File: src/rtl/dlfloat_pkg.sv
// dlfloat_pkg: shared definitions for the DLFloat datapath.
//   - default exponent/fraction widths (DLFloat16: 1/6/9) and the bias function
//   - dlfloat16_t sign/exp/frac view of a DLFloat16 word
//   - bit positions inside the 5-bit exception flag vector
//   - NaN word and max-finite magnitude generators (formats up to 32 bits wide)
package dlfloat_pkg;

  localparam int DLF_EXP_W = 6;
  localparam int DLF_MAN_W = 9;

  // out_flags = {invalid, inexact, overflow, underflow, div_zero}
  localparam int FLG_INV = 4;
  localparam int FLG_NX  = 3;
  localparam int FLG_OF  = 2;
  localparam int FLG_UF  = 1;
  localparam int FLG_DZ  = 0;

  typedef struct packed {
    logic                 sign;
    logic [DLF_EXP_W-1:0] exp;
    logic [DLF_MAN_W-1:0] frac;
  } dlfloat16_t;

  function automatic int dlf_bias(input int exp_w);
    return (1 << (exp_w - 1)) - 1;
  endfunction

  // All-ones word of width 1+exp_w+man_w: the single NaN/Inf code.
  function automatic logic [31:0] dlf_nan(input int exp_w, input int man_w);
    logic [31:0] r;
    r = '0;
    for (int i = 0; i < 1 + exp_w + man_w; i++) r[i] = 1'b1;
    return r;
  endfunction

  // Magnitude (sign excluded) of the largest finite value:
  // exponent all-ones, fraction all-ones minus one.
  function automatic logic [31:0] dlf_max_mag(input int exp_w, input int man_w);
    return (32'd1 << (exp_w + man_w)) - 32'd2;
  endfunction

endpackage

File: src/rtl/dlfloat_lzc.sv
// dlfloat_lzc: leading-zero counter.
//   in_vec  [W-1:0]   value to scan from the MSB
//   lz_cnt  [CW-1:0]  number of zeros above the highest set bit (W when in_vec == 0)
module dlfloat_lzc #(
  parameter int W  = 13,
  parameter int CW = $clog2(W + 1)
) (
  input  logic [W-1:0]  in_vec,
  output logic [CW-1:0] lz_cnt
);

  // Ascending scan: the last hit is the highest set bit.
  always_comb begin
    lz_cnt = CW'(W);
    for (int i = 0; i < W; i++) begin
      if (in_vec[i]) lz_cnt = CW'(W - 1 - i);
    end
  end

endmodule

File: src/rtl/dlfloat_add_sub_pipe.sv
// dlfloat_add_sub_pipe: 3-stage pipelined DLFloat adder/subtractor.
//   in_valid/in_ready     operation handshake; in_ready = ~out_valid | out_ready
//   in_a, in_b, in_op     operands, 0 = A+B, 1 = A-B
//   in_tag                opaque tag returned with the result
//   out_valid/out_ready   result handshake
//   out_c, out_tag        result word and its tag
//   out_flags             {invalid, inexact, overflow, underflow, div_zero}
// Stages: 1 unpack/swap/align, 2 add/normalise, 3 round/pack/flags.
// Rounding: define DLFLOAT_ADDSUB_RNE_EN for round-to-nearest-even,
// otherwise the result is truncated (round toward zero).
module dlfloat_add_sub_pipe
  import dlfloat_pkg::*;
#(
  parameter int EXP_W = DLF_EXP_W,
  parameter int MAN_W = DLF_MAN_W,
  parameter int TAG_W = 4
) (
  input  logic                     clk,
  input  logic                     rst_n,
  input  logic                     in_valid,
  output logic                     in_ready,
  input  logic [EXP_W+MAN_W:0]     in_a,
  input  logic [EXP_W+MAN_W:0]     in_b,
  input  logic                     in_op,
  input  logic [TAG_W-1:0]         in_tag,
  output logic                     out_valid,
  input  logic                     out_ready,
  output logic [EXP_W+MAN_W:0]     out_c,
  output logic [TAG_W-1:0]         out_tag,
  output logic [4:0]               out_flags
);

  localparam int W      = 1 + EXP_W + MAN_W;
  localparam int MW     = MAN_W + 1;        // mantissa with hidden one
  localparam int AW     = MAN_W + 4;        // mantissa + guard/round/sticky
  localparam int EW2    = EXP_W + 2;        // signed exponent during normalise
  localparam int LZW    = $clog2(AW + 1);
  localparam int STAGES = 3;

  localparam logic [W-1:0]   NAN_WORD = W'(dlf_nan(EXP_W, MAN_W));
  localparam logic [W-2:0]   MAX_MAG  = (W-1)'(dlf_max_mag(EXP_W, MAN_W));
  localparam logic [EW2-1:0] EXP_MAX  = {2'b00, {EXP_W{1'b1}}};

  typedef struct packed {
    logic               nan;
    logic               both_zero;
    logic               zero_sign;
    logic               sign;
    logic               sub;
    logic [EXP_W-1:0]   exp;
    logic [AW-1:0]      lm;
    logic [AW-1:0]      sm;
    logic [TAG_W-1:0]   tag;
  } s1_t;

  typedef struct packed {
    logic               nan;
    logic               both_zero;
    logic               zero_sign;
    logic               sign;
    logic               zero;
    logic [EW2-1:0]     exp;   // two's complement
    logic [AW-1:0]      m;
    logic [TAG_W-1:0]   tag;
  } s2_t;

  typedef struct packed {
    logic [W-1:0]       c;
    logic [TAG_W-1:0]   tag;
    logic [4:0]         flags;
  } out_t;

  logic              adv;
  logic [STAGES:1]   vld_pipe_q;
  s1_t               s1_d, s1_q;
  s2_t               s2_d, s2_q;
  out_t              out_d, out_q;

  // One advance signal for the whole pipeline: it only stalls when the
  // output slot is full and not being drained.
  assign adv       = ~vld_pipe_q[STAGES] | out_ready;
  assign in_ready  = adv;
  assign out_valid = vld_pipe_q[STAGES];
  assign out_c     = out_q.c;
  assign out_tag   = out_q.tag;
  assign out_flags = out_q.flags;

  // ---------------- stage 1: unpack, swap, align ----------------
  logic             a_s, b_s, a_z, b_z, l_s, s_s, s_z, swap, s_stk;
  logic [EXP_W-1:0] a_e, b_e, l_e, s_e, e_diff;
  logic [MW-1:0]    a_m, b_m, l_m, s_m;
  logic [AW-1:0]    s_ext, s_sh;

  always_comb begin
    a_s = in_a[W-1];
    b_s = in_b[W-1] ^ in_op;
    a_e = in_a[W-2:MAN_W];
    b_e = in_b[W-2:MAN_W];
    a_z = (a_e == '0);
    b_z = (b_e == '0);
    // exponent 0 means zero whatever the fraction holds
    a_m = a_z ? '0 : {1'b1, in_a[MAN_W-1:0]};
    b_m = b_z ? '0 : {1'b1, in_b[MAN_W-1:0]};

    swap = {b_e, b_m} > {a_e, a_m};
    l_s  = swap ? b_s : a_s;
    l_e  = swap ? b_e : a_e;
    l_m  = swap ? b_m : a_m;
    s_s  = swap ? a_s : b_s;
    s_e  = swap ? a_e : b_e;
    s_m  = swap ? a_m : b_m;
    s_z  = swap ? a_z : b_z;

    // Right-align S; every bit pushed below the sticky position is ORed in.
    // Shifts of AW or more leave s_sh = 0 and the mask covers all of s_ext.
    e_diff = l_e - s_e;
    s_ext  = {s_m, 3'b000};
    s_sh   = s_ext >> e_diff;
    s_stk  = |(s_ext & ~({AW{1'b1}} << e_diff));

    s1_d           = '0;
    s1_d.nan       = (in_a == NAN_WORD) | (in_b == NAN_WORD);
    s1_d.both_zero = a_z & b_z;
    s1_d.zero_sign = a_s & b_s;
    s1_d.sign      = l_s;        // equal signs or larger magnitude: both give L's sign
    s1_d.sub       = l_s ^ s_s;
    s1_d.exp       = l_e;
    s1_d.lm        = {l_m, 3'b000};
    s1_d.sm        = s_z ? '0 : {s_sh[AW-1:1], s_sh[0] | s_stk};
    s1_d.tag       = in_tag;
  end

  // ---------------- stage 2: add/sub, normalise ----------------
  logic [AW:0]      sum;
  logic [AW-1:0]    sum_lo;
  logic [LZW-1:0]   lz;
  logic [EW2-1:0]   exp_ext;

  // |L| >= |S| after alignment, so the difference never goes negative.
  assign sum    = s1_q.sub ? ({1'b0, s1_q.lm} - {1'b0, s1_q.sm})
                           : ({1'b0, s1_q.lm} + {1'b0, s1_q.sm});
  assign sum_lo = sum[AW-1:0];

  dlfloat_lzc #(.W(AW), .CW(LZW)) u_lzc (
    .in_vec (sum_lo),
    .lz_cnt (lz)
  );

  always_comb begin
    exp_ext        = {2'b00, s1_q.exp};
    s2_d           = '0;
    s2_d.nan       = s1_q.nan;
    s2_d.both_zero = s1_q.both_zero;
    s2_d.zero_sign = s1_q.zero_sign;
    s2_d.sign      = s1_q.sign;
    s2_d.zero      = (sum == '0);
    s2_d.tag       = s1_q.tag;
    if (sum[AW]) begin
      // carry-out: the dropped LSB folds into sticky
      s2_d.m   = {sum[AW:2], sum[1] | sum[0]};
      s2_d.exp = exp_ext + EW2'(1);
    end else begin
      s2_d.m   = sum_lo << lz;
      s2_d.exp = exp_ext - EW2'(lz);
    end
  end

  // ---------------- stage 3: round, pack, flags ----------------
  logic [MW-1:0]    mant;
  logic             g, r, st, nx, rnd_up, ovf;
  logic [MW:0]      mr;
  logic [MAN_W-1:0] frac;
  logic [EW2-1:0]   exp_r;

  always_comb begin
    mant = s2_q.m[AW-1:3];
    g    = s2_q.m[2];
    r    = s2_q.m[1];
    st   = s2_q.m[0];
    nx   = g | r | st;
`ifdef DLFLOAT_ADDSUB_RNE_EN
    rnd_up = g & (r | st | mant[0]);
`else
    rnd_up = 1'b0;
`endif
    mr = {1'b0, mant} + (MW+1)'(rnd_up);
    if (mr[MW]) begin
      // rounding carried out of the hidden bit: mantissa becomes 1.000...
      frac  = mr[MAN_W:1];
      exp_r = s2_q.exp + EW2'(1);
    end else begin
      frac  = mr[MAN_W-1:0];
      exp_r = s2_q.exp;
    end
    // exponent max with all-ones fraction would alias the NaN magnitude
    ovf = (exp_r > EXP_MAX) || ((exp_r == EXP_MAX) && (&frac));

    out_d     = '0;
    out_d.tag = s2_q.tag;
    if (s2_q.nan) begin
      out_d.c              = NAN_WORD;
      out_d.flags[FLG_INV] = 1'b1;
    end else if (s2_q.both_zero) begin
      out_d.c = {s2_q.zero_sign, {(W-1){1'b0}}};
    end else if (s2_q.zero) begin
      out_d.c = '0;  // exact cancellation is +0
    end else if (s2_q.exp[EW2-1] || (s2_q.exp == '0)) begin
      out_d.c              = {s2_q.sign, {(W-1){1'b0}}};
      out_d.flags[FLG_UF]  = 1'b1;
      out_d.flags[FLG_NX]  = 1'b1;
    end else if (ovf) begin
      out_d.c              = {s2_q.sign, MAX_MAG};
      out_d.flags[FLG_OF]  = 1'b1;
      out_d.flags[FLG_NX]  = 1'b1;
    end else begin
      out_d.c              = {s2_q.sign, exp_r[EXP_W-1:0], frac};
      out_d.flags[FLG_NX]  = nx;
    end
  end

  // ---------------- registers ----------------
  always_ff @(posedge clk) begin
    if (!rst_n) begin
      vld_pipe_q <= '0;
      out_q      <= '0;
    end else if (adv) begin
      vld_pipe_q <= {vld_pipe_q[STAGES-1:1], in_valid};
      // output holds the last result while bubbles pass through
      if (vld_pipe_q[STAGES-1]) out_q <= out_d;
    end
  end

  // Datapath stages carry no reset; their valid bits qualify them.
  always_ff @(posedge clk) begin
    if (adv) begin
      s1_q <= s1_d;
      s2_q <= s2_d;
    end
  end

endmodule

File: config.mk
export PLATFORM = sky130hd
export DESIGN_NAME = dlfloat_add_sub_pipe
export DESIGN_NICKNAME = d
export VERILOG_FILES = /design/src/rtl/dlfloat_pkg.sv /design/src/rtl/dlfloat_lzc.sv /design/src/rtl/dlfloat_add_sub_pipe.sv
export SDC_FILE = /design/constraint.sdc
export NUM_CORES = 1
export LEC_CHECK = 0
export ABC_AREA = 1
export CELL_PAD_IN_SITES_DETAIL_PLACEMENT = 0
export CELL_PAD_IN_SITES_GLOBAL_PLACEMENT = 1
export CORE_MARGIN = 4
export CORE_UTILIZATION = 40
export DETAILED_ROUTE_END_ITERATION = 12
export GPL_ROUTABILITY_DRIVEN = 1
export PLACE_DENSITY_LB_ADDON = 0.1
export SLEW_MARGIN = 5
export SYNTH_ARGS = -nofsm -noshare
export SYNTH_HDL_FRONTEND = slang
export SYNTH_SLANG_ARGS = --single-unit
File: constraint.sdc
create_clock -name clk -period 4.3 [get_ports clk]
set_input_delay 0.86 -clock clk [delete_from_list [all_inputs] [get_ports clk]]
set_output_delay 0.86 -clock clk [all_outputs]
set_load 0.1 [all_outputs]
Word level (Yosys, flattened, before mapping)
Cells that the tools add are included.

storage, ports and cells
  bits in registers = 94
  bits of input ports = 41
  output and inout bits = 27
  logic and storage cells = 95

operators by class
  $add $sub $neg = 5
  $lt $le $gt $ge = 2
  equality and inequality tests = 3
  shift operators = 3
  multiplexer cells = 38
  bitwise logic cells = 13
  reduce and logical (&&, ||, !) cells = 10

operators by type and width
  operator                                                              number
  16-bit 2-to-1 mux                                                     3
  10-bit 2-to-1 mux                                                     4
  16-bit == test, second input constant                                 2
  4-bit 2-to-1 mux                                                      8
  15-bit 2-to-1 mux                                                     2
  21-bit 2-to-1 mux                                                     1
  3-bit 2-to-1 mux                                                      7
  16-bit > comparator                                                   1
  13-bit by 13-bit adder with 14-bit output                             1
  14-bit zero test                                                      1
  14-bit 2-to-1 mux                                                     1
  13-bit by 13-bit subtractor with 14-bit output                        1
  13-bit AND                                                            1
  13-bit NOT                                                            1
  13-bit OR reduction                                                   1
  13-bit by 4-bit left shift with 13-bit output                         1
  13-bit by 6-bit left shift with 13-bit output, first input constant   1
  13-bit by 6-bit >> shifter with 13-bit output                         1
  6-bit zero test                                                       2
  6-bit 2-to-1 mux                                                      2
  1-bit 2-to-1 mux                                                      10
  9-bit AND reduction                                                   1
  8-bit by 6-bit == test with 1-bit output, second input constant       1
  8-bit by 6-bit > comparator with 1-bit output, second input constant  1
  other kinds (11)                                                      19

Logic depth before layout (Yosys ltp)
Gate-level depths: netlist of the first run.

  depth after elaboration = 17
  mapped depth = 28
  depth with buffers taken out = 27

Cells and area by module
A second synthesis of the first run with hierarchy kept.

second synthesis, totals
  cells, all modules = 939
  area total of the unflattened synthesis = 7021.7 sq um

modules (own cells, without submodules)
  module                instances  cells each  area each (sq um)  seq. area each (sq um)
  dlfloat_add_sub_pipe  1          904         6860.3             2552.4
  dlfloat_lzc           1          35          161.4              0.0

Worst setup path before layout of the first run
Ideal clock, no wire load.

  path type = input to register
  from = input port in_b[12]
  to = register s1_q[4] in the netlist's numbering, data pin
  data arrival time = 3.596 ns
  required time = 4.047 ns
  path slack = 0.451 ns
  stages = 24
  path buffers = 2
  path through = nor2_1 -> nand3_1 -> clkbuf_1 -> nand2_1 -> inv_1 -> ha_1 -> a21oi_1 -> o21ai_0 -> a21oi_1 -> nand2_4 -> nand2_4 -> o211ai_2 -> ha_1 -> a21o_1 -> or2_0 -> nand2_2 -> inv_2 -> buf_4 -> nand2_1 -> nand2_1 -> nand3_1 -> nand2_1 -> nor2_1 -> nand2_1

between the ends
  word-level cells in the longest chain between the ends = 10

ends and longest elaborated chain
  element                                        RTL line                                                  RTL
  start, declared                                dlfloat_add_sub_pipe.sv:23                                input logic [EXP_W+MAN_W:0] in_b,
  6-bit zero test                                dlfloat_add_sub_pipe.sv:100                               b_z = (b_e == '0);
  10-bit 2-to-1 mux                              dlfloat_add_sub_pipe.sv:103                               b_m = b_z ? '0 : {1'b1, in_b[MAN_W-1:0]};
  16-bit > comparator                            dlfloat_add_sub_pipe.sv:105                               swap = {b_e, b_m} > {a_e, a_m};
  6-bit 2-to-1 mux, on equally long branches     dlfloat_add_sub_pipe.sv:107, dlfloat_add_sub_pipe.sv:110
  6-bit subtractor                               dlfloat_add_sub_pipe.sv:116                               e_diff = l_e - s_e;
  13-bit by 6-bit left shift with 13-bit output  dlfloat_add_sub_pipe.sv:119                               s_stk = |(s_ext & ~({AW{1'b1}} << e_diff));
  13-bit NOT                                     dlfloat_add_sub_pipe.sv:119
  13-bit AND                                     dlfloat_add_sub_pipe.sv:119
  13-bit OR reduction                            dlfloat_add_sub_pipe.sv:119
  1-bit bitwise OR                               dlfloat_add_sub_pipe.sv:129                               s1_d.sm = s_z ? '0 : {s_sh[AW-1:1], s_sh[0] | s_stk};
  end signal, assigned                           dlfloat_add_sub_pipe.sv:236                               s1_q <= s1_d;
  end, declared                                  dlfloat_add_sub_pipe.sv:75                                s1_t s1_d, s1_q;

Several ways; a longest one is shown, not always the timed one.
A chain may end at the register's enable or synchronous reset.

Worst setup path after layout of the first run
  from = input port in_b[11]
  to = register s1_q[4] in the netlist's numbering, data pin

Same word-level chain as after synthesis.

==> results of run 1 <==
==> through the flow <==
stage	hold WS (ns)	cell area [um^2]	TNS, ns
detailed placement	0.4056	8541	-1.468
global route	0.4266	8980	-0.02508
CTS	0.4131	8842	0
finish	0.4092	8980	0
floorplan	0.4003	7049	0
global placement	0.4023	8541	-0.9117
==> routing by layer <==
metal	vias to the layer above	wire [um]	global-route usage
met5	-	0	0
li1	3500	-	-
met3	29	618	0.02714
met4	0	407	0.05915
met2	141	9691	0.3400
met1	3055	8945	0.2645
==> flip-flops by register name, summed over array words and instances (netlist names), 4 cells and up <==
name,flops
out_flags,4
out_c,16
exp_ext,6
s2_q,14
out_tag,4
out_d,4
mant,9
s1_q,32
==> timing repair <==
action                                  in CTS  in global routing
endpoints found under the setup margin       0                 18
resized for setup                            0                 26
setup buffers                                0                  3
==> critical path: cells and delay by family <==
family                     cells  cell delay [ns]
and+or+nand+nor               18             1.49
AOI/OAI and AO/OA              3             0.33
adders and majority gates      2             0.45
xor gates and xnor gates       1             0.21
buffers and inverters          4             0.75
==> cell usage after synthesis, types with 4 or more instances <==
| library cell | n | area (um^2) |
|---|---|---|
| nor3_1 | 5 | 25.02 |
| nor2_1 | 75 | 281.5 |
| nor4_1 | 6 | 37.54 |
| o21ai_1 | 15 | 75.07 |
| buf_6 | 4 | 45.04 |
| o21ai_0 | 79 | 395.4 |
| a21oi_1 | 46 | 230.2 |
| edfxtp_1 | 67 | 2012 |
| a21oi_2 | 5 | 43.79 |
| o21bai_1 | 4 | 30.03 |
| dfxtp_1 | 27 | 540.5 |
| nor2_2 | 5 | 31.28 |
| nand4_1 | 18 | 112.6 |
| o22ai_1 | 5 | 31.28 |
| nand2_4 | 6 | 67.56 |
| nand2_2 | 10 | 62.56 |
| a31oi_1 | 16 | 100.1 |
| nand3_1 | 75 | 375.4 |
| ha_1 | 42 | 525.5 |
| inv_2 | 8 | 30.03 |
| clkbuf_1 | 17 | 63.81 |
| xor2_1 | 11 | 96.34 |
| nand2_1 | 239 | 897.1 |
| inv_1 | 113 | 424.2 |
| buf_2 | 8 | 40.04 |
==> how the worst max path moves through the flow <==
stage                   from        to  cells after the start
floorplan           in_b[12]   s1_q[4]                     24
global placement    in_b[12]   s1_q[4]                     28
detailed placement  in_b[12]   s1_q[4]                     28
CTS                  s1_q[7]  s2_q[22]                     24
global route        in_b[11]   s1_q[4]                     28
finish              in_b[11]   s1_q[4]                     28
==> report_power, final <==
part / switching [uW] / leakage [uW] / total [uW] / internal (uW)
logic: 1450 / 0.00304 / 2260 / 808
registers: 112 / 0.000958 / 1320 / 1210
clock network: 360 / 0.000152 / 805 / 445
==> area by class of cell <==
cell class | count | area (um^2) | area share
inverters | 124 | 467.9 | 0.05211
flip-flops and latches | 94 | 2552 | 0.2842
repair buffers | 163 | 1411 | 0.1572
well taps | 225 | 281.5 | 0.03135
multi-input cells | 707 | 3965 | 0.4415
clock inverters | 5 | 43.79 | 0.004877
clock buffers | 11 | 257.7 | 0.02870
==> cell families (layout without fill, tap and decap cells) <==
| logic type | count (synthesis) | count (layout) | share of synthesized area |
|---|---|---|---|
| AOI/OAI and AO/OA | 191 | 191 | 0.1539 |
| xor gates and xnor gates | 15 | 15 | 0.02183 |
| adders and majority gates | 44 | 44 | 0.08023 |
| buffers and inverters | 158 | 303 | 0.09141 |
| DFF | 94 | 94 | 0.3621 |
| muxes | 1 | 1 | 0.001420 |
| other | 1 | 1 | 0.0005320 |
| and+or+nand+nor | 455 | 455 | 0.2886 |
==> placed cells by master (no fill, tap or decap), types with 3 or more instances in the layout <==
cell type / Yosys / routed
nand2_1: 239 / 237
inv_1: 113 / 111
buf_4: 3 / 96
o21ai_0: 79 / 77
nand3_1: 75 / 74
nor2_1: 75 / 68
edfxtp_1: 67 / 67
clkdlybuf4s50_1: 0 / 65
a21oi_1: 46 / 44
ha_1: 42 / 38
dfxtp_1: 27 / 27
nand4_1: 18 / 18
o21ai_1: 15 / 17
a31oi_1: 16 / 16
nand2_2: 10 / 12
nor2_2: 5 / 11
xor2_1: 11 / 10
clkbuf_16: 0 / 10
inv_2: 8 / 9
a21oi_2: 5 / 7
nand2_4: 6 / 5
nor3_1: 5 / 5
nor4_1: 6 / 5
o22ai_1: 5 / 5
o21bai_1: 4 / 4
clkinv_1: 3 / 3
xor2_2: 3 / 3
o21a_1: 3 / 3
or2_2: 3 / 3
o31ai_1: 3 / 3
inv_6: 0 / 3
==> impl_metrics.yaml, run 1 <==
critical_path:
  critPathMaxFanout: 12
  startpoint_type: "input pin"
  critPathMaxStageDelay_ns: 0.43
  worstSetupPathType: "in2reg"
  cpMaxStageDelayCell: "clkdlybuf4s50_1"
  rrSetupSlack_ns: 0.32
  r2r_cells: 24
  crit_required_ns: 4.40
  regToRegEndpoint: "s2_q[22]"
  crit_path_end_kind: "flip-flop"
  worst_ep_arrival_time_ns: 4.08
  cpMostUsedCell: "nand2_1"
  timing.rr.start: "s1_q[7]"
pwr:
  p_leak_uw: 0.004153
  power_uw: 4384
  power.density_nw_per_um2: 488.2
  ir_drop_v: 0.0002412
run:
  cap_violations: 0
synth:
  synth_edf_count: 67
  yosys_most_used_dff: "edfxtp_1"
  ys_seq_area_frac: 0.3621
  synth.avg_cell_area_um2: 7.351
  synth_area_um2: 7049
  syn-num-nets: 1044
  yosysWarnings: 0
  synth_cell_types: 56
  syn_inst: 959
  synth_seq_cells: 94
  async_flop_share: 0
timing:
  fmax_mhz: 251.0
  rsz0062_at_grt: "yes"
  layout_setup_ws_ns: 0.3156
  slew-limit-headroom: 0.3474
  tightest_slew_ns: 0.9759
  slew_violations: 0
  fin_crit_sh: 0.9266
  setup_viol: 0
  clock_skew_ns: 0.01389
  min_period_ns: 3.984
  finalHoldViolations: 0
floorplan:
  die_height_um: 140.8
  die-area_um2: 19810
  fp-row-count: 48
  coreArea_um2: 17300
  io_pins: 68
  die_x_um: 140.8
  initial_core_util: 0.4076
grt:
  grt_first_pass_wirelength_um: 32060
  antenna_found_initial: 0
  grt_max_degree: 70
  grt.total_usage: 0.1995
  gr-total-overflow: 0
  grt_pass1_vias: 6269
clock_network:
  clk_pin_slew_ns: 0.07
  cts.sinks: 94
  htreeDepth: 3
  cts_tree: "done"
  insertion_delay_ns: 0.35
  cts.path.max_buffers: 2
  ctsHoldBuffers: 0
  cts_buffers: 9
  ctsRootBufferMaster: "clkbuf_16"
layout:
  area_delta_synth_final_pct: 27.39
  finish.utilization: 0.5192
  fillCellCount: 1717
  layout-drive-gt1-share: 0.1649
  final_cells: 1329
  nNetsFinal: 1184
  antenna_cells: 0
placement:
  pre_cts_slack_ns: -0.1739
  dp.cells: 1310
  detailedPlacementHpwl_um: 15950
  port-buffer-count: 66
  gp_congestion: 0.9311
drt:
  wirelength_um: 19660
  ant_nets: 0
  wl_per_cell_um: 14.79
  drt_pass1_iterations: 4
  dr_total_vias: 6725
  initialDrtViolationCount: 382
  viasPerCell: 5.060
  drc_errors: 0
run_status:
  run_status: "completed"
hold_path:
  hold_path.class: "reg2reg"
  hold_end: "out_d[5]"
  holdPathStages: 0
  hold_path_startpoint: "s1_q[0]"
(Power assumes the default switching activity.)
==> inputs of run 2 (changes only) <==
- CORE_MARGIN: 4 -> 1
==> run 2 against run 1 <==
Effect of this change: via count is 2.1% lower; wire length is 2.1% lower; first-iteration DRC count is 27% lower; clock-buffer cell count decreased by 2; critical endpoint is now s2_q[23].
==> impl_metrics.yaml, run 2 (synthesis gave the netlist of run 1 again) <==
timing:
  rsz0062_at_grt: "yes"
  fmax_mhz: 245.3
  slew-limit-headroom: 0.3459
  min_period_ns: 4.077
  fin_setup_tns_ns: 0
  setup_viol: 0
  tightest_slew_ns: 0.9781
  clock_skew_ns: 0.01705
  layout_setup_ws_ns: 0.2228
  fin_hold_ws_ns: 0.4203
  fin_crit_sh: 0.9482
  slew_violations: 0
  finalHoldViolations: 0
layout:
  area_delta_synth_final_pct: 26.38
  layout-drive-gt1-share: 0.1599
  final_common_cell: "nand2_1"
  layout_common_cells: "nand2_1 (239), inv_1 (112), buf_4 (91)"
  nNetsFinal: 1181
  regArea_um2: 2552
  multi_input_area_um2: 3905
  largest_register: "s1_q"
  final_cells: 1326
  fillCellCount: 1732
  largest_reg_flops: 32
  antenna_cells: 0
critical_path:
  worst_ep_arrival_time_ns: 4.29
  cpMaxStageDelayCell: "edfxtp_1"
  critPathMaxFanout: 4
  path_delay_family: "simple AND/OR/NAND/NOR gates"
  worstSetupPathType: "reg2reg"
  critPathMaxStageDelay_ns: 0.45
  startpoint_type: "flip-flop"
  crit_path_end_kind: "flip-flop"
  crit_required_ns: 4.51
  cp_cell_sequence: "ha_2 -> fa_1 -> nand3_1 -> nand2_1 -> a21oi_2 -> o21ai_1 -> nand2_1 -> a21oi_1 -> nor2_1 -> nand2_1 -> nand2_1 -> xor2_2 -> nand2_2 -> nand2_4 -> ha_1 -> inv_1 -> fa_1 -> nand2_1 -> nand2_1 -> a21oi_1 -> inv_1 -> nor4_1 -> o21bai_1"
  cpMostUsedCell: "nand2_1"
  worst-path-buf-inv: 2
grt:
  gr-total-overflow: 0
  antenna_found_initial: 0
  grt.total_usage: 0.2197
  grt_first_pass_wirelength_um: 31260
  grt_pass1_vias: 6279
  grt_max_degree: 70
pwr:
  ir_drop_v: 0.0002510
  power.density_nw_per_um2: 488.4
  p_leak_uw: 0.004138
clock_network:
  cts_buffers: 9
  cts.sinks: 94
  insertion_delay_ns: 0.35
  htreeDepth: 3
  ctsRootBufferMaster: "clkbuf_16"
  cts.path.max_buffers: 2
  clk_pin_slew_ns: 0.08
  cts_tree: "done"
floorplan:
  io_pins: 68
  initial_core_util: 0.4090
  die-area_um2: 18160
  coreArea_um2: 17240
  fp-row-count: 48
  die_height_um: 134.8
  die_x_um: 134.8
drt:
  wl_per_cell_um: 14.52
  drc_errors: 0
  initialDrtViolationCount: 277
  dr_total_vias: 6582
  viasPerCell: 4.964
  wirelength_um: 19250
  drt_pass1_iterations: 5
  ant_nets: 0
placement:
  detailedPlacementHpwl_um: 15590
  port-buffer-count: 66
  dp.cells: 1308
  gp_congestion: 0.8975
  pre_cts_slack_ns: -0.08105
run_status:
  run_status: "completed"
run:
  cap_violations: 0
hold_path:
  hold_path.class: "reg2reg"
run 2: changes by cell type in the layout (fill, tap and decap cells not counted), sizes merged:
| cell | delta |
|---|---|
| clkinv | +3 |
| clkbuf | -2 |
| inv | -1 |
| buf | -3 |
run 2: layout make-up:
class                           instances  area share
Multi-Input combinational cell        707      0.4383
Sequential cell                        94      0.2865
Timing Repair Buffer                  160      0.1587
Inverter                              124     0.05225
Tap cell                              225     0.03160
Clock buffer                            9     0.02528
Clock inverter                          7    0.007303
run 2: worst paths after layout:
path / from / slack, ns / cells after the start / to
max: s1_q[7] / 0.22 / 23 / s2_q[23]
min: s1_q[40] / 0.42 / 0 / s2_q[29]
max reg2reg: s1_q[7] / 0.22 / 23 / s2_q[23]
min reg2reg: s1_q[40] / 0.42 / 0 / s2_q[29]
run 2: through the flow:
step	utilization	power (uW)	area, um^2
finish	0.5168	4351	8909
global route	0.5168	4699	8909
CTS	0.5129	4340	8841
detailed placement	0.4961	3556	8551
global placement	0.4961	3576	8551
floorplan	-	2871	7049
run 2: worst register-to-register path: stages (launching register included):
cell      delay (ns)
edfxtp_1        0.45
ha_2            0.24
fa_1            0.40
nand3_1         0.10
nand2_1         0.10
a21oi_2         0.15
o21ai_1         0.11
nand2_1         0.12
a21oi_1         0.07
nor2_1          0.16
nand2_1         0.07
nand2_1         0.11
xor2_2          0.30
nand2_2         0.13
nand2_4         0.10
ha_1            0.14
inv_1           0.06
fa_1            0.37
nand2_1         0.09
nand2_1         0.06
a21oi_1         0.12
inv_1           0.06
nor4_1          0.28
o21bai_1        0.16
run 2: what timing repair did:
item,in CTS,in global routing
setup buffers,0,2
endpoints found under the setup margin,0,16
hold buffers,0,0
gates resized for setup,0,16
endpoints found under the hold margin,0,0
run 2: routing by layer:
| layer | GRT usage | vias up | share of wire |
|---|---|---|---|
| li1 | - | 3492 | - |
| met1 | 0.2795 | 2970 | 0.46 |
| met2 | 0.3863 | 100 | 0.50 |
| met3 | 0.03191 | 20 | 0.024 |
| met4 | 0.06055 | 0 | 0.017 |
| met5 | 0 | - | 0 |
run 2: power by group:
group,switching [uW],internal (uW),leakage (uW)
registers,116,1210,0.000958
logic,1440,812,0.00303
clock network,369,406,0.000145
total,1930,2420,0.00414
==> inputs of run 3 (changes only) <==
- GPL_ROUTABILITY_DRIVEN: 1 -> 0
- HOLD_SLACK_MARGIN: not set -> 0.05
==> results of run 3 <==
The final DEF is identical to that of run 2; final timing and power are the same.
